## config.mk

```make
export PLATFORM = sky130hd
export DESIGN_NAME = f_writeback_arbiter
export DESIGN_NICKNAME = d
export VERILOG_FILES = /design/src/rtl/f_writeback_arbiter_pkg.sv /design/src/rtl/f_writeback_arbiter_rr_arbiter.sv /design/src/rtl/f_writeback_arbiter.sv
export SDC_FILE = /design/constraint.sdc
export NUM_CORES = 1
export LEC_CHECK = 0
export CORE_MARGIN = 4
export CORE_UTILIZATION = 39
export DETAILED_ROUTE_END_ITERATION = 7
export PLACE_DENSITY = 0.88
export REMOVE_ABC_BUFFERS = 1
export SYNTH_ARGS = -nofsm -noshare
export SYNTH_HDL_FRONTEND = slang
export SYNTH_SLANG_ARGS = --single-unit
export TNS_END_PERCENT = 10
```

## constraint.sdc

```tcl
create_clock -name clk_i -period 3.74 [get_ports clk_i]
set_clock_uncertainty 0.1 [all_clocks]
set_input_delay 0.748 -clock clk_i [delete_from_list [all_inputs] [get_ports clk_i]]
set_output_delay 0.748 -clock clk_i [all_outputs]
set_load 0.02 [all_outputs]
```

## src/rtl/f_writeback_arbiter_pkg.sv

```systemverilog
// f_writeback_arbiter_pkg: shared constants and types for the FP write-back port
package f_writeback_arbiter_pkg;
  localparam int N_FP_WB_REQ = 4;
  typedef enum logic [1:0] {FP_WB_ADD, FP_WB_MUL, FP_WB_DIV, FP_WB_LOAD} fp_wb_req_e;
  typedef logic [4:0] f_register_e;
  typedef logic [31:0] float_t;
endpackage

```

## src/rtl/f_writeback_arbiter_rr_arbiter.sv

```systemverilog
// rr_arbiter: round-robin arbiter with one-hot grant and an internal rotating pointer
module rr_arbiter #(
  parameter int N = 4
) (
  input  logic         clk,
  input  logic         rst_n,
  input  logic [N-1:0] req,
  input  logic         advance,
  output logic [N-1:0] grant
);
  localparam int PW = N > 1 ? $clog2(N) : 1;
  logic [PW-1:0] ptr, nxt, idx;
  // descending scan so the lowest offset from ptr is the last (winning) assignment
  always_comb begin
    grant = '0;
    nxt = ptr;
    idx = '0;
    for (int k = N - 1; k >= 0; k--) begin
      idx = PW'((int'(ptr) + k) % N);
      if (req[idx]) begin
        grant = '0;
        grant[idx] = 1'b1;
        nxt = PW'((int'(ptr) + k + 1) % N);
      end
    end
  end
  always_ff @(posedge clk or negedge rst_n)
    if (!rst_n) ptr <= '0;
    else if (advance && |grant) ptr <= nxt;
endmodule

```

## src/rtl/f_writeback_arbiter.sv

```systemverilog
// f_writeback_arbiter: round-robin FP register-file write-back with pending-write scoreboard
module f_writeback_arbiter
  import f_writeback_arbiter_pkg::*;
#(
  parameter int N_REQ  = N_FP_WB_REQ,
  parameter int ADDR_W = 5,
  parameter int DATA_W = 32
) (
  input  logic                    clk_i,
  input  logic                    rst_n_i,
  input  logic [N_REQ-1:0]        req_valid_i,
  output logic [N_REQ-1:0]        req_ready_o,
  input  logic [N_REQ*ADDR_W-1:0] req_addr_i,
  input  logic [N_REQ*DATA_W-1:0] req_data_i,
  input  logic                    issue_valid_i,
  input  logic [ADDR_W-1:0]       issue_addr_i,
  input  logic                    flush_i,
  output logic                    rf_we_o,
  output logic [ADDR_W-1:0]       rf_waddr_o,
  output logic [DATA_W-1:0]       rf_wdata_o,
  output logic [31:0]             busy_o
);
  logic [N_REQ-1:0]  grant;
  logic [ADDR_W-1:0] win_addr;
  logic [DATA_W-1:0] win_data;
  logic [31:0]       busy_nxt;
  rr_arbiter #(.N(N_REQ)) u_rr (
    .clk(clk_i),
    .rst_n(rst_n_i),
    .req(req_valid_i),
    .advance(|req_valid_i),
    .grant(grant)
  );
  assign req_ready_o = rst_n_i ? grant : '0;
  always_comb begin
    win_addr = '0;
    win_data = '0;
    for (int i = 0; i < N_REQ; i++)
      if (grant[i]) begin
        win_addr = req_addr_i[i*ADDR_W +: ADDR_W];
        win_data = req_data_i[i*DATA_W +: DATA_W];
      end
  end
  // issue set is applied last so it beats both a same-register clear and a flush
  always_comb begin
    busy_nxt = flush_i ? '0 : busy_o;
    if (rf_we_o) busy_nxt[rf_waddr_o] = 1'b0;
    if (issue_valid_i) busy_nxt[issue_addr_i] = 1'b1;
  end
  always_ff @(posedge clk_i or negedge rst_n_i)
    if (!rst_n_i) begin
      rf_we_o    <= 1'b0;
      rf_waddr_o <= '0;
      rf_wdata_o <= '0;
      busy_o     <= '0;
    end else begin
      rf_we_o <= |req_ready_o;
      busy_o  <= busy_nxt;
      if (|req_ready_o) begin
        rf_waddr_o <= win_addr;
        rf_wdata_o <= win_data;
      end
    end
endmodule

```

# --- After elaboration in Yosys (flattened, before gate mapping) ---
# Index checks and enable logic that the tools add are counted.
classes:
  muxes: 40
  addsub: 6
  n_reduce_logical: 12
  magnitude_cmp: 12
  bitwise: 3
ops:
  columns: ["operator", "n"]
  rows:
  - ["32-bit two-way mux", 7]
  - ["32-bit AND", 1]
  - ["32-bit NOT", 1]
  - ["32-bit bitwise OR", 1]
  - ["4-bit two-way mux", 5]
  - ["5-bit two-way mux", 4]
  - ["2-bit by 3-bit < comparator with 1-bit output, second input constant", 4]
  - ["5-bit by 6-bit < comparator with 1-bit output, second input constant", 2]
  - ["4-bit OR reduction", 3]
  - ["2-bit adder, second input constant", 5]
  - ["1-bit demux with 5-bit select", 2]
  - ["5-bit by 1-bit greater-or-equal comparator with 1-bit output, second input constant", 2]
  - ["1-bit two-way mux", 10]
  - ["1-bit binary-select mux with 2-bit select", 4]
  - ["1-bit demux with 2-bit select", 4]
  - ["2-bit by 1-bit greater-or-equal comparator with 1-bit output, second input constant", 4]
  - ["2-bit two-way mux", 4]
  - ["1-bit logical AND", 7]
  - ["4-bit nonzero test", 1]
  - ["2-bit by 1-bit adder with 2-bit output, second input constant", 1]
  - ["2-bit AND reduction", 1]
word_totals:
  regBits: 72
  output_inout_bits: 74

# --- Logic depth before layout (Yosys ltp) ---
# Gate-level depths: netlist of the first run.
logic_depth:
  ltp_word: 13
  depth_mapped: 14
  ltp_nobuf: 8

# --- Modules after synthesis ---
# From an unflattened synthesis of the first run, not the netlist that was laid out.
hier_totals:
  hier_cells: 446
  hier_area_um2: 4257.8
by_module_without_submodules:
  columns: ["mod", "cells_each", "area_each_um2", "n_inst", "seq_area_each_um2"]
  rows:
  - ["f_writeback_arbiter", 383, 3664.8, 1, 1751.7]
  - ["rr_arbiter", 63, 593.1, 1, 50.0]

# --- Worst setup path before layout of the first run ---
# No wires, ideal clock.
synth_path:
  path_type: "register to output"
  startpoint: "reg u_rr.ptr[0]"
  endpoint: "out req_ready_o[2]"
  n_path_buf: 5
  required_ps: 2892
  path_stages_with_launch: 12
  t_arrival_ps: 3272
  setup_slack_ps: -380
  path_cell_list: "dfrtp_1 -> buf_6 -> buf_2 -> inv_1 -> ha_1 -> buf_6 -> mux4_2 -> or4b_1 -> a32o_1 -> buf_6 -> clkbuf_1 -> nor2_1"
synth_via:
  elab_chain_cells: 10
  elab_cells_between_ends: 36
synth_lines:
  columns: ["element", "line", "text"]
  rows:
  - ["start: declaration", "f_writeback_arbiter_rr_arbiter.sv:12", "logic [PW-1:0] ptr, nxt, idx;"]
  - ["start signal: assignment", "f_writeback_arbiter_rr_arbiter.sv:29", "else if (advance && |grant) ptr <= nxt;"]
  - ["2-bit adder", "f_writeback_arbiter_rr_arbiter.sv:19", "idx = PW'((int'(ptr) + k) % N);"]
  - ["2-bit by 3-bit < comparator with 1-bit output (not written as such) or 2-bit by 1-bit greater-or-equal comparator with 1-bit output (tied branches)", "f_writeback_arbiter_rr_arbiter.sv:22", "grant[idx] = 1'b1;"]
  - ["1-bit logical AND (not written as such)", "f_writeback_arbiter_rr_arbiter.sv:22", null]
  - ["1-bit two-way mux (not written as such)", "f_writeback_arbiter_rr_arbiter.sv:22", null]
  - ["1-bit demux with 2-bit select", null, null]
  - ["4-bit two-way mux (3 in series)", "f_writeback_arbiter_rr_arbiter.sv:20", "if (req[idx]) begin"]
  - ["4-bit two-way mux *", "f_writeback_arbiter_rr_arbiter.sv:20", null]
  - ["4-bit two-way mux *", "f_writeback_arbiter.sv:34", "assign req_ready_o = rst_n_i ? grant : '0;"]
  - ["end: declaration", "f_writeback_arbiter.sv:12", "output logic [N_REQ-1:0] req_ready_o,"]
# Mark *: on every way between the ends. The rest lies on a longest branch, timed or not. The select of a mux whose other input is x is not followed.

# --- Worst setup path in the final report of the first run ---
layout_path:
  startpoint: "in req_valid_i[2]"
  endpoint: "out req_ready_o[1]"
layout_via:
  elab_chain_cells: 7
  elab_cells_between_ends: 13
layout_lines:
  columns: ["element", "line", "text"]
  rows:
  - ["start: declaration", "f_writeback_arbiter.sv:11", "input logic [N_REQ-1:0] req_valid_i,"]
  - ["1-bit binary-select mux with 2-bit select", "f_writeback_arbiter_rr_arbiter.sv:20", null]
  - ["1-bit two-way mux (not written as such)", "f_writeback_arbiter_rr_arbiter.sv:20", null]
  - ["4-bit two-way mux (3 in series)", "f_writeback_arbiter_rr_arbiter.sv:20", null]
  - ["4-bit two-way mux *", "f_writeback_arbiter_rr_arbiter.sv:20", null]
  - ["4-bit two-way mux *", "f_writeback_arbiter.sv:34", null]
# Marked as above.

==> results of run 1 <==
cell type report:
class / instances / area [µm²] / area share [%]
multi-input combinational: 463 / 3060 / 36.7
sequential: 72 / 1800 / 21.6
clock buffer: 11 / 243 / 2.91
tap: 176 / 220 / 2.64
inverter: 48 / 180 / 2.16
timing repair buffer: 282 / 2800 / 33.5
clock inverter: 5 / 38.8 / 0.465
tightest hold or removal path, delay by kind of cell, from the launching register on:
| kind | cells | cell delay, ns |
|---|---|---|
| flops | 1 | 0.38 |
| compound gates | 1 | 0.05 |
| buf+inv | 1 | 0.05 |
worst paths after layout:
check                                          start                          to  slack (ns)  depth (start not counted)
max                                   req_valid_i[2]              req_ready_o[1]        0.02                          7
min in group asynchronous                    rst_n_i   rf_waddr_o[2]$_DFFE_PN0P_        0.60                          2
min reg2reg                rf_wdata_o[0]$_DFFE_PN0P_   rf_wdata_o[0]$_DFFE_PN0P_        0.42                          2
max reg2reg                  u_rr.ptr[0]$_DFFE_PN0P_  rf_wdata_o[20]$_DFFE_PN0P_        0.40                         10
min                        rf_wdata_o[0]$_DFFE_PN0P_   rf_wdata_o[0]$_DFFE_PN0P_        0.42                          2
max in group asynchronous                    rst_n_i        busy_o[27]$_DFF_PN0_        2.33                          2
Yosys cell counts, types with 6 or more instances:
| master | number |
|---|---|
| inv_1 | 48 |
| dfrtp_1 | 72 |
| nor2b_1 | 17 |
| nor2_1 | 10 |
| nand2_1 | 65 |
| o21ai_1 | 6 |
| o21ai_2 | 10 |
| o21ai_0 | 107 |
| a21oi_1 | 42 |
| clkbuf_1 | 40 |
| nand3b_1 | 23 |
| nand3_1 | 10 |
| ha_1 | 7 |
| a32oi_1 | 37 |
| o221ai_1 | 39 |
| buf_2 | 13 |
| nor3_1 | 7 |
| a211oi_1 | 38 |
registers in the layout (all words and copies together), names as in the netlist:
name / count
rf_wdata_o: 32
rf_we_o: 1
busy_o: 32
rf_waddr_o: 5
u_rr.ptr: 2
logic make-up after synthesis:
group	Yosys count
AO/OA/AOI/OAI	295
XOR/XNOR	2
adder cells (fa/ha/maj)	7
buffers and inverters	111
flip-flops	72
multiplexers	12
AND/OR/NAND/NOR	147
repair_timing:
| action | in CTS | in global routing |
|---|---|---|
| setup buffers | 0 | 0 |
| resized for setup | 9 | 7 |
| endpoints found under the setup margin | 4 | 42 |
| pin swaps | 0 | 0 |
where the power goes:
| part | total (mW) | internal (mW) | switching (mW) |
|---|---|---|---|
| registers | 1.22 | 1.04 | 0.183 |
| clock network | 0.816 | 0.472 | 0.344 |
| logic | 5.60 | 2.29 | 3.31 |
| total | 7.63 | 3.79 | 3.84 |
routing by layer:
metal  up-vias  track usage (%)  wire, µm  part of all wire (%)
met3        91             5.66      1810                   8.5
met2       377             43.1     10200                    48
li1       2898                -         -                     -
met5         -                0         0                     0
met1      2977             32.5      8070                    38
met4         0             13.2      1110                   5.2
cell usage in the layout, fill, tap and decap left out, types with 3 or more instances in the layout:
| cell | instances |
|---|---|
| clkbuf_16 | 9 |
| nor2b_1 | 17 |
| dfrtp_1 | 72 |
| mux2i_1 | 5 |
| nand2_1 | 65 |
| a32oi_1 | 37 |
| o21ai_1 | 5 |
| and2_1 | 3 |
| buf_4 | 39 |
| ha_1 | 7 |
| nand3b_1 | 23 |
| or3b_2 | 3 |
| o21ai_0 | 107 |
| nor3_1 | 7 |
| clkdlybuf4s50_1 | 228 |
| o221ai_1 | 39 |
| mux2_2 | 3 |
| a211oi_1 | 37 |
| buf_12 | 8 |
| nor2_1 | 10 |
| nand3_1 | 10 |
| mux4_2 | 4 |
| inv_1 | 48 |
| a21oi_1 | 40 |
| o21ai_2 | 10 |
==> results.toml, run 1 <==
[die]
boundaryPins = 235
core_um2 = 13300
die_h_um = 125
rows = 42
die_area_um2 = 15500
start_util_pct = 39.9
die_w_um = 125

[detailed_routing]
drt_iter0_drc = 616
avgRoutedWirePerCell_um = 20.0
post-route-drc-count = 0
vias_per_cell = 6.00
drt-total-wl_um = 21200
ant_nets = 0
dr.pass1.iters = 5
vias = 6343

[global_route]
overflow = 0
first_global_vias = 6265
track_usage_pct = 26.3
grt_max_degree = 77
grt_antenna_before_repair = 0
grt_pass1_wl_um = 33900

[timing]
fmax_ghz = 0.269
rsz0062_at_grt = "yes"
relSlewSlack_pct = 36.0
fin_crit_sh_pct = 99.5
fin_setup_tns_ns = 0
slew_viol_final = 0
worstMarginPinSlew_ns = 0.958
holdWs_ns = 0.415
period_needed_ns = 3.72
finalHoldViolations = 0
setup_viol = 0
setup_slack_ns = 0.0187

[setup_path]
cpPeakStageDelay_ns = 0.53
arrival_ns = 2.87
crit_path_end_kind = "output port"
critical_path_buf_inv_count = 3
crit_required_ns = 2.89
cp_slowest_cell = "mux4_2"
criticalPathCategory = "in2out"
cp-start-kind = "input port"
path_cells = "clkdlybuf4s50_1 -> buf_4 -> mux4_2 -> a221o_1 -> a221oi_4 -> nor3_1 -> clkdlybuf4s15_1"
cp_max_fo = 5
critPathTopFamily = "buffers and inverters"

[synthesis]
synth.yosys.warnings = 0
ys_top_cells_by_area = "dfrtp_1 34%, o21ai_0 10%, o221ai_1 6.4%"
synth_compound_area_share_pct = 37.4
synth_ff_type = "dfrtp_1"
synth_top_family_by_area = "compound AO/OA/AOI/OAI gates"
ys_async_sr_fraction_pct = 100
synthAdderAreaFrac_pct = 1.65
synth_top_area_cell = "dfrtp_1"
syn_avg_cell_area_um2 = 8.22
synth-edff-count = 0
yosysSeqAreaShare_pct = 33.9
synth_xor_area_share_pct = 0.330
synth.area.mux_share_pct = 3.28
syn-cell-area_um2 = 5310
ys_ff_latch = 72
synth_top_area_share_pct = 33.9
synth.distinct_cells = 46
synth_cells = 646
synth_simple_gate_area_share_pct = 14.3

[placement]
dp_hpwl_um = 15300
port_buffers = 234
dp_worst_setup_slack_ns = -0.375
postPlaceCellArea_um2 = 8060
gp_congestion = 0.896
dp_cells = 1041

[cts]
numCtsBuffers = 9
clockRootBuffer = "clkbuf_16"
cts.sinks = 72
htree_levels = 3
ctsHoldBuffers = 0
cts_tree = "yes"
clk_path_buf_depth = 2
clk_pin_slew_worst_paths_ns = 0.06
clkLatencyLatePin_ns = 0.32

[pwr]
total_power_mw = 7.63
p_leak_nw = 3.28
vdd_drop_max_mv = 0.719
power_density_nw_per_um2 = 915

[final_layout]
nets = 1044
syn_to_final_growth_pct = 57.1
layoutNonFillerInstCount = 1057
fin_area_um2 = 8340
drive_gt1_share_pct = 11.0
fin_util_pct = 62.7
n_antenna_cell = 0
nFillCells = 1091

[hold_path]
hp-class = "reg2reg"

[outcome]
status = "complete, no violations"

[job]
maxCapViolations = 0
Note: power is estimated with default switching activity, not from simulation.
==> run 2: changes to the inputs <==
Settings changed: GPL_TIMING_DRIVEN set to 0.
==> results.toml, run 2 (synthesized netlist as in run 1, its figures left out) <==
[outcome]
status = "finished, violations left"
violations = "negative setup slack"

[setup_path]
arrival_ns = 2.91
crit_required_ns = 2.89
criticalPathCategory = "reg2out"
reg2reg_from = "u_rr.ptr[0]$_DFFE_PN0P_"
rrSetupSlack_ns = 0.12
crit_path_end_kind = "output port"
worstReg2RegEnd = "rf_wdata_o[7]$_DFFE_PN0P_"
worst-r2r-cell-count = 11
cp-start-kind = "register"
cp_max_fo = 5

[detailed_routing]
ant_nets = 0
drt_iter0_drc = 714
dr.pass1.iters = 6
vias_per_cell = 6.23
drt-total-wl_um = 23400
avgRoutedWirePerCell_um = 22.3
vias = 6528
post-route-drc-count = 0

[cts]
clkLatencyLatePin_ns = 0.34
clk_path_buf_depth = 2
numCtsBuffers = 9
cts_tree = "yes"
clockRootBuffer = "clkbuf_16"
clk_pin_slew_worst_paths_ns = 0.06
cts.sinks = 72
htree_levels = 3
ctsHoldBuffers = 0

[placement]
dp_hpwl_um = 14400
dp_cells = 1003
port_buffers = 234
gp_congestion = 0.869

[timing]
finalHoldViolations = 0
fin_crit_sh_pct = 101
rsz0062_at_grt = "yes"
fmax_ghz = 0.266
setup_slack_ns = -0.0212
relSlewSlack_pct = 26.2
slew_viol_final = 0
worstMarginPinSlew_ns = 1.10
period_needed_ns = 3.76
setup_viol = 1

[final_layout]
layoutNonFillerInstCount = 1048
nets = 1035
mostFrequentLayoutCell = "clkdlybuf4s50_1"
syn_to_final_growth_pct = 60.1
final_cell_mix = "225 x clkdlybuf4s50_1, 107 x o21ai_0, 70 x dfrtp_1, 64 x nand2_1, 46 x inv_1"
n_antenna_cell = 0
drive_gt1_share_pct = 12.0
top_regs = "busy_o: 32 flops, rf_wdata_o: 32 flops, rf_waddr_o: 5 flops"
fin_util_pct = 63.9

[die]
core_um2 = 13300
die_h_um = 125
die_w_um = 125
rows = 42
die_area_um2 = 15500
boundaryPins = 235
start_util_pct = 39.9

[hold_path]
hp-class = "in2async"

[pwr]
switchingPower_mw = 4.27
pwr-share-comb_pct = 74.6
total_power_mw = 8.35
p_seq_share_pct = 14.5
p_leak_nw = 3.28
switching_share_pct = 51.2
power_density_nw_per_um2 = 982
clkPwrFrac_pct = 10.8
vdd_drop_max_mv = 0.623
p_int_mw = 4.08

[job]
maxCapViolations = 0

[global_route]
grt_antenna_before_repair = 0
overflow = 0
first_global_vias = 6364
track_usage_pct = 28.2
grt_pass1_wl_um = 35600
grt_max_degree = 44
## run 2: cell count changes in the layout (fill, tap and decap cells not counted), sizes merged, moves of 2 or more
| cell | change |
|---|---|
| a32o | +3 |
| clkinvlp | +4 |
| inv | -3 |
| clkdlybuf4s15 | -2 |
| dlygate4sd2 | +3 |
| buf | -11 |
| clkbuf | -2 |
| clkdlybuf4s50 | -3 |
## run 2: what timing repair did
action / in CTS / in global routing
resized for setup: 36 / 10
gates cloned: 4 / 1
buffers inserted: 19 / 5
setup endpoints to repair: 44 / 42
pin swaps: 7 / 6
## run 2: final cells by class
class	instances	area [µm²]
clock inverters	6	67.6
fillers	1136	4800
flip-flops and latches	72	1810
multi-input cells	466	3220
repair buffers	269	2750
inverters	48	188
repair inverters	1	5.00
clock buffers	10	239
well taps	176	220
## run 2: worst max-delay path, cell delays in order (launching register included)
cell and delay (ns):
dfrtp_4 0.44, clkinvlp_4 0.13, ha_4 0.30, mux4_2 0.57
or4b_4 0.57, a32o_4 0.32, nor2_1 0.09, buf_4 0.17
## run 2: how the worst max path moves through the flow
stage | start | cells past startpoint | slack (ns) | to
after CTS | u_rr.ptr[0]$_DFFE_PN0P_ | 7 | 0.009 | req_ready_o[2]
after detailed placement | u_rr.ptr[0]$_DFFE_PN0P_ | 7 | -1.43 | req_ready_o[2]
final | u_rr.ptr[0]$_DFFE_PN0P_ | 7 | -0.02 | req_ready_o[2]
after floorplan | u_rr.ptr[0]$_DFFE_PN0P_ | 8 | -1.83 | rf_waddr_o[0]$_DFFE_PN0P_
after global routing | u_rr.ptr[0]$_DFFE_PN0P_ | 8 | -0.04 | req_ready_o[2]
after global placement | u_rr.ptr[0]$_DFFE_PN0P_ | 8 | -4.57 | rf_wdata_o[26]$_DFFE_PN0P_
## run 2: power by group through the flow
| stage | clock, mW | combinational, mW | sequential (mW) |
|---|---|---|---|
| finish | 0.904 | 6.23 | 1.21 |
| floorplan | 0 | 2.84 | 1.50 |
| detailed placement | 0 | 5.32 | 1.26 |
| global route | 0.944 | 6.57 | 1.25 |
| global placement | 0 | 4.80 | 1.26 |
| CTS | 0.912 | 5.94 | 1.21 |
## run 2: per-stage QoR
stage                     hold slack [ns]  instance area (µm²)  setup WS, ns  setup TNS (ns)
after global placement              0.395                 7570         -4.57         -252.62
after global routing                0.278                 8500       -0.0379         -0.0866
final                               0.254                 8500       -0.0212         -0.0212
after CTS                           0.267                 8410       0.00897               0
after floorplan                     0.352                 5000         -1.83          -74.98
after detailed placement            0.401                 7830         -1.43          -51.17
## run 2: metal layers
layer	share of wire [%]	up-vias	track usage (%)
met4	3.3	0	10.6
met1	41	3164	38.1
met3	9.1	61	5.83
li1	-	2890	-
met2	47	413	44.6
met5	0	-	0
